### src/rtl/uart_pkg.sv
// uart_pkg: shared UART state encodings and helpers.
// Used by uart_rx and uart_tx.
package uart_pkg;

  localparam int DATA_BITS = 8;

  typedef enum logic [2:0] {
    IDLE    = 3'd0,
    START   = 3'd1,
    DATA    = 3'd2,
    STOP    = 3'd3,
    CLEANUP = 3'd4
  } uart_state_t;

  function automatic logic [7:0] mid_count(input int cpb);
    return 8'((cpb - 1) / 2);
  endfunction

endpackage

### src/rtl/uart_sync2.sv
// uart_sync2: two-flop synchroniser for the serial line.
// Resets to 1 so an idle line does not look like a start bit.
module uart_sync2 (
  input  logic i_Clock,
  input  logic i_Rst_n,
  input  logic d,
  output logic q
);

  logic meta;

  always_ff @(posedge i_Clock or negedge i_Rst_n) begin
    if (!i_Rst_n) begin
      meta <= 1'b1;
      q    <= 1'b1;
    end else begin
      meta <= d;
      q    <= meta;
    end
  end

endmodule

### src/rtl/uart_rx.sv
// uart_rx: 8N1 UART receiver with mid-bit start validation,
// stop-bit check and a held byte with ready/overrun flags.
module uart_rx
  import uart_pkg::*;
#(
  parameter int CLKS_PER_BIT = 87
) (
  input  logic       i_Clock,
  input  logic       i_Rst_n,
  input  logic       i_Rx_Serial,
  input  logic       i_Rx_Ack,
  output logic [7:0] o_Rx_Byte,
  output logic       o_Rx_DV,
  output logic       o_Rx_Ready,
  output logic       o_Rx_Overrun,
  output logic       o_Rx_Frame_Err,
  output logic       o_Rx_Active,
  output logic       o_Rx_Idle,
  output logic [7:0] o_Clock_Count
);

  localparam logic [7:0] MID_COUNT = mid_count(CLKS_PER_BIT);
  localparam logic [7:0] LAST      = 8'(CLKS_PER_BIT - 1);
  localparam logic [2:0] LAST_BIT  = 3'(DATA_BITS - 1);

  uart_state_t state, state_n;
  logic [7:0]  count, count_n;
  logic [2:0]  index, index_n;
  logic [7:0]  shift, shift_n;
  logic [7:0]  rx_byte_n;
  logic        dv_n, ready_n, ovr_n, ferr_n, active_n;
  logic        r_Rx;

  uart_sync2 u_sync (
    .i_Clock (i_Clock),
    .i_Rst_n (i_Rst_n),
    .d       (i_Rx_Serial),
    .q       (r_Rx)
  );

  always_ff @(posedge i_Clock or negedge i_Rst_n) begin
    if (!i_Rst_n) begin
      state          <= IDLE;
      count          <= '0;
      index          <= '0;
      shift          <= '0;
      o_Rx_Byte      <= '0;
      o_Rx_DV        <= 1'b0;
      o_Rx_Ready     <= 1'b0;
      o_Rx_Overrun   <= 1'b0;
      o_Rx_Frame_Err <= 1'b0;
      o_Rx_Active    <= 1'b0;
    end else begin
      state          <= state_n;
      count          <= count_n;
      index          <= index_n;
      shift          <= shift_n;
      o_Rx_Byte      <= rx_byte_n;
      o_Rx_DV        <= dv_n;
      o_Rx_Ready     <= ready_n;
      o_Rx_Overrun   <= ovr_n;
      o_Rx_Frame_Err <= ferr_n;
      o_Rx_Active    <= active_n;
    end
  end

  always_comb begin
    state_n   = state;
    count_n   = count;
    index_n   = index;
    shift_n   = shift;
    rx_byte_n = o_Rx_Byte;
    dv_n      = 1'b0;
    ferr_n    = 1'b0;
    active_n  = o_Rx_Active;
    ready_n   = o_Rx_Ready & ~i_Rx_Ack;
    ovr_n     = o_Rx_Overrun & ~i_Rx_Ack;
    unique case (state)
      IDLE: begin
        count_n = '0;
        index_n = '0;
        if (!r_Rx) state_n = START;
      end
      START: begin
        if (count == MID_COUNT) begin
          count_n = '0;
          if (!r_Rx) begin
            state_n  = DATA;
            active_n = 1'b1;
          end else begin
            state_n = IDLE;
          end
        end else begin
          count_n = count + 8'd1;
        end
      end
      DATA: begin
        if (count == LAST) begin
          count_n        = '0;
          shift_n[index] = r_Rx;
          if (index == LAST_BIT) begin
            index_n = '0;
            state_n = STOP;
          end else begin
            index_n = index + 3'd1;
          end
        end else begin
          count_n = count + 8'd1;
        end
      end
      STOP: begin
        if (count == LAST) begin
          count_n  = '0;
          active_n = 1'b0;
          state_n  = CLEANUP;
          if (r_Rx) begin
            rx_byte_n = shift;
            dv_n      = 1'b1;
            ready_n   = 1'b1;
            // an ack in this same cycle consumed the old byte
            if (o_Rx_Ready && !i_Rx_Ack) ovr_n = 1'b1;
          end else begin
            ferr_n = 1'b1;
          end
        end else begin
          count_n = count + 8'd1;
        end
      end
      CLEANUP: begin
        if (r_Rx) state_n = IDLE;
      end
      default: state_n = IDLE;
    endcase
  end

  assign o_Rx_Idle     = (state == IDLE);
  assign o_Clock_Count = count;

endmodule

### config.mk
export PLATFORM = sky130hd
export DESIGN_NAME = uart_rx
export DESIGN_NICKNAME = d
export VERILOG_FILES = /design/src/rtl/uart_pkg.sv /design/src/rtl/uart_sync2.sv /design/src/rtl/uart_rx.sv
export SDC_FILE = /design/constraint.sdc
export NUM_CORES = 1
export LEC_CHECK = 0
export ABC_AREA = 1
export BUFFER_PORTS_ARGS = -buffer_cell sky130_fd_sc_hd__clkbuf_2
export CORE_MARGIN = 2
export CORE_UTILIZATION = 60
export CTS_CLUSTER_DIAMETER = 80
export DETAILED_ROUTE_END_ITERATION = 8
export PLACE_DENSITY_LB_ADDON = 0.1
export SETUP_SLACK_MARGIN = 0.15
export SLEW_MARGIN = 20
export SYNTH_ARGS = -nofsm -noshare
export SYNTH_HDL_FRONTEND = slang
export SYNTH_SLANG_ARGS = --single-unit
export TNS_END_PERCENT = 30
### constraint.sdc
create_clock -name i_Clock -period 4.2 [get_ports i_Clock]
set_input_delay 0.21 -clock i_Clock [delete_from_list [all_inputs] [get_ports i_Clock]]
set_output_delay 0.21 -clock i_Clock [all_outputs]
set_load 0.01 [all_outputs]
==> impl_summary.txt <==
----------------------------------------------------
[Run status]
  Status ... finished, violations left
  Violated checks ... negative hold slack

[STA]
  Headroom to the max-slew limit ... between 40% and 50%
  Post-route setup slack ... roughly 2.4 ns
  Worst Max-Slew Pin Slew ... 0.8880 ns
  Worst Skew ... 0.003188 ns
  Number of slew-limit violations in the final report ... 0
  Minimum clock period ... 1.812 ns
  Final-layout setup total negative slack ... 0 ns
  F_max ... ~550 MHz
  Setup repair after global routing missed its margin ... no
  Worst hold margin ... -0.03026 ns
  # setup viols final ... 0
  Endpoints failing hold ... 35
  Period Utilization, post-route ... between 40% and 50%

[Cells and area]
  Antenna diode count ... 0
  Area added between synthesis and finish ... 11.75%
  Finished Cell Area ... 2047 um^2
  Share of the core filled with cells ... 68.74%
  Fraction of final layout cells sized beyond drive strength 1 ... between 20% and 30%
  Commonest non-fill, non-tap cells in the layout ... 74 x nand2_1, 35 x dfrtp_1, 25 x clkbuf_2
  Final-stage net count ... 257
  Most frequent standard cell in the layout excluding fill and tap cells ... nand2_1
  Number of cells in the finished layout apart from fillers ... roughly 280

[Setup path]
  CP Launch Type ... register
  Crit Path Category ... reg -> reg
  Top fanout value on the critical path ... 22
  Kind of end point of the critical path ... register
  Endpoint required time on the critical path ... 4.44 ns
  WP data arrival ... about 2.1 ns

[Synthesis]
  Yosys warning count ... 0
  Synth Area in Simple Gates ... 28.96%
  Share of synthesized area occupied by flip-flops and latches ... 50.68%
  Combined area of all synthesized cells ... about 1800 um^2
  Number of standard cells after synthesis ... 220
  Net count after synthesis ... approximately 230
  Number of unique standard cell types used by synthesis ... 25
  Seq cells post-synth ... 37
  Post-Synthesis Mean Instance Area ... 8.326 um^2
  Complex-gate fraction of the synthesized area ... 8.880%
  Proportion of synthesized area in mux cells ... 0%
  Adder and majority gate portion of the synthesized area ... 2.732%
  Area share of xor/xnor cells in the synthesized design ... 1.913%
  Dominant combinational cell family by area after synthesis ... simple AND/OR/NAND/NOR gates

[Clock tree]
  Postcts setup bufs ... 0
  Number of CTS-inserted buffers ... 5
  Number of gates resized after cts ... 0
  CTS tree ... built
  Maximum count of clock buffers along a single path ... 2
  Count of H-tree levels built during CTS ... 2
  TritonCTS Sinks ... 37
  Hold buffer count at CTS ... 1
  Root Buffer ... clkbuf_4
  Clock input transition at the sequential cells of the worst setup and hold paths ... 0.11 ns
  Worst skew pair latency ... 0.33 ns

[Global route]
  Global-route congestion overflow total ... 0
  Global-route wire length before repair ... approximately 5.8 mm
  Aggregate global-route resource usage ... between 20% and 30%
  Antenna violations before repair ... 0
  Via count of the first global-routing pass ... roughly 1300
  Pin count of the biggest net entering global routing ... 38

[Detailed routing]
  Number of optimization iterations in the first detailed-route pass ... 4
  Number of nets still failing antenna checks after routing ... 0
  DRC viols ... 0
  Starting DRT DRC Count ... 49
  Final wirelength ... between 3 and 4 mm
  Drt wl/cell ... 11.46 um
  Via density per instance ... 5.057
  Via count ... 1431

[Floorplan]
  Die boundary height ... 59.26 um
  Effective utilization at floorplan ... 61.51%
  Io pins ... 26
  Overall die width ... 59.26 um
  Die area ... 3511 um^2
  Core area ... 2978 um^2
  Standard-cell rows ... 20

[Placement]
  HPWL after DPL ... 2.324 mm
  Final RePlAce weighted congestion ... about 0.9
  Count of buffers inserted at the top-level ports ... 25
  Placed insts ... 274
  Placed standard-cell area ... 1967 um^2
  Setup WS pre-CTS ... 2.425 ns

[Flow run]
  Max_cap viols ... 0

[Pwr]
  Overall power ... 0.8648 mW
  Sequential share of power ... 48.0%
  Internal portion of total power ... 0.5538 mW
  NetSw ... 0.3110 mW
  Power density relative to cell area ... 422.5 nW/um^2
  Leakage ... ~1.1 nW
  Switching power as a share of total power ... a little over a third
  Part of the total power dissipated in combinational logic ... between 20% and 30%
  Highest ir drop seen on vdd ... 0.3143 mV
  Part of the total power dissipated in the clock network ... 24.5%

[Hold path]
  Class of the tightest hold or removal check ... in -> async

----------------------------------------------------
## final cells by class
cell class                 count  area, um^2
inverter                      25       93.84
clock buffer                   7       65.06
fill                         263       930.9
tap                           33       41.29
clock inverter                 1       5.005
multi-input combinational    154       778.2
timing repair buffer          26       135.1
sequential                    37       928.4
## kinds of logic (layout without fill, tap and decap cells)
group,count (synthesis),count (layout)
DFF,37,37
AOI/OAI and AO/OA,28,28
and+or+nand+nor,118,118
buffers and inverters,29,59
adders and majority gates,4,4
xor gates and xnor gates,4,4
## worst paths after layout
kind                                  startpoint  slack [ns]  depth (start not counted)                            to
min                                      i_Rst_n       -0.03                          1  o_Clock_Count[3]$_DFFE_PN0P_
max reg2reg                   u_sync.q$_DFF_PN1_        2.39                          8          state[1]$_DFFE_PN0P_
max                           u_sync.q$_DFF_PN1_        2.39                          8          state[1]$_DFFE_PN0P_
min reg2reg                u_sync.meta$_DFF_PN1_        0.38                          0            u_sync.q$_DFF_PN1_
max in group asynchronous                i_Rst_n        3.67                          1          shift[1]$_DFFE_PN0P_
min in group i_Clock                    i_Rx_Ack        0.15                          4          o_Rx_Ready$_DFF_PN0_
## cells in the mapped netlist
cell	n	share of area [%]
clkbuf_1	1	0.20
nand2_1	74	15
or2_2	1	0.34
nand2_2	2	0.68
inv_2	2	0.41
buf_2	1	0.27
dfstp_2	2	2.9
nand3b_1	1	0.41
buf_6	2	1.2
nand4_1	1	0.34
dfrtp_1	35	48
nand2_4	1	0.61
a21oi_1	2	0.55
o21ai_0	11	3.0
nor2_4	1	0.61
nor2_2	2	0.68
ha_1	4	2.7
o21ai_1	9	2.5
o21ai_2	6	2.9
nor2_1	16	3.3
inv_1	23	4.7
nor3_1	2	0.55
xor2_1	4	1.9
nand3_1	15	4.1
nor2_8	2	2.2
## power by group through the flow
stage | logic [mW] | clock network (mW) | registers, mW
detailed placement | 0.236 | 0 | 0.420
finish | 0.238 | 0.212 | 0.415
floorplan | 0.176 | 0 | 0.419
global placement | 0.234 | 0 | 0.420
global route | 0.276 | 0.232 | 0.420
CTS | 0.239 | 0.218 | 0.414
## worst max-delay path, cell delays in order (launching register included)
cell and delay, ns:
dfstp_2 0.39, inv_1 0.62, nand2_1 0.12, nand3_1 0.11, nand2_1 0.06, a21oi_1 0.22
nand2_1 0.09, nand2_1 0.06, nand2_1 0.05
## flip-flops by register name, indices dropped and copies added (netlist names)
name / count
o_Clock_Count: 8
o_Rx_Byte: 8
shift: 8
index: 3
state: 3
o_Rx_Active: 1
o_Rx_DV: 1
o_Rx_Frame_Err: 1
o_Rx_Overrun: 1
o_Rx_Ready: 1
u_sync.meta: 1
u_sync.q: 1
## layer usage
metal	vias to the layer above	GRT usage [%]	share of wire, %
li1	755	-	-
met1	643	33.05	54
met2	29	30.14	41
met3	4	5.895	4.6
met4	0	9.416	0.83
met5	-	0	0
(Power assumes the default switching activity.)
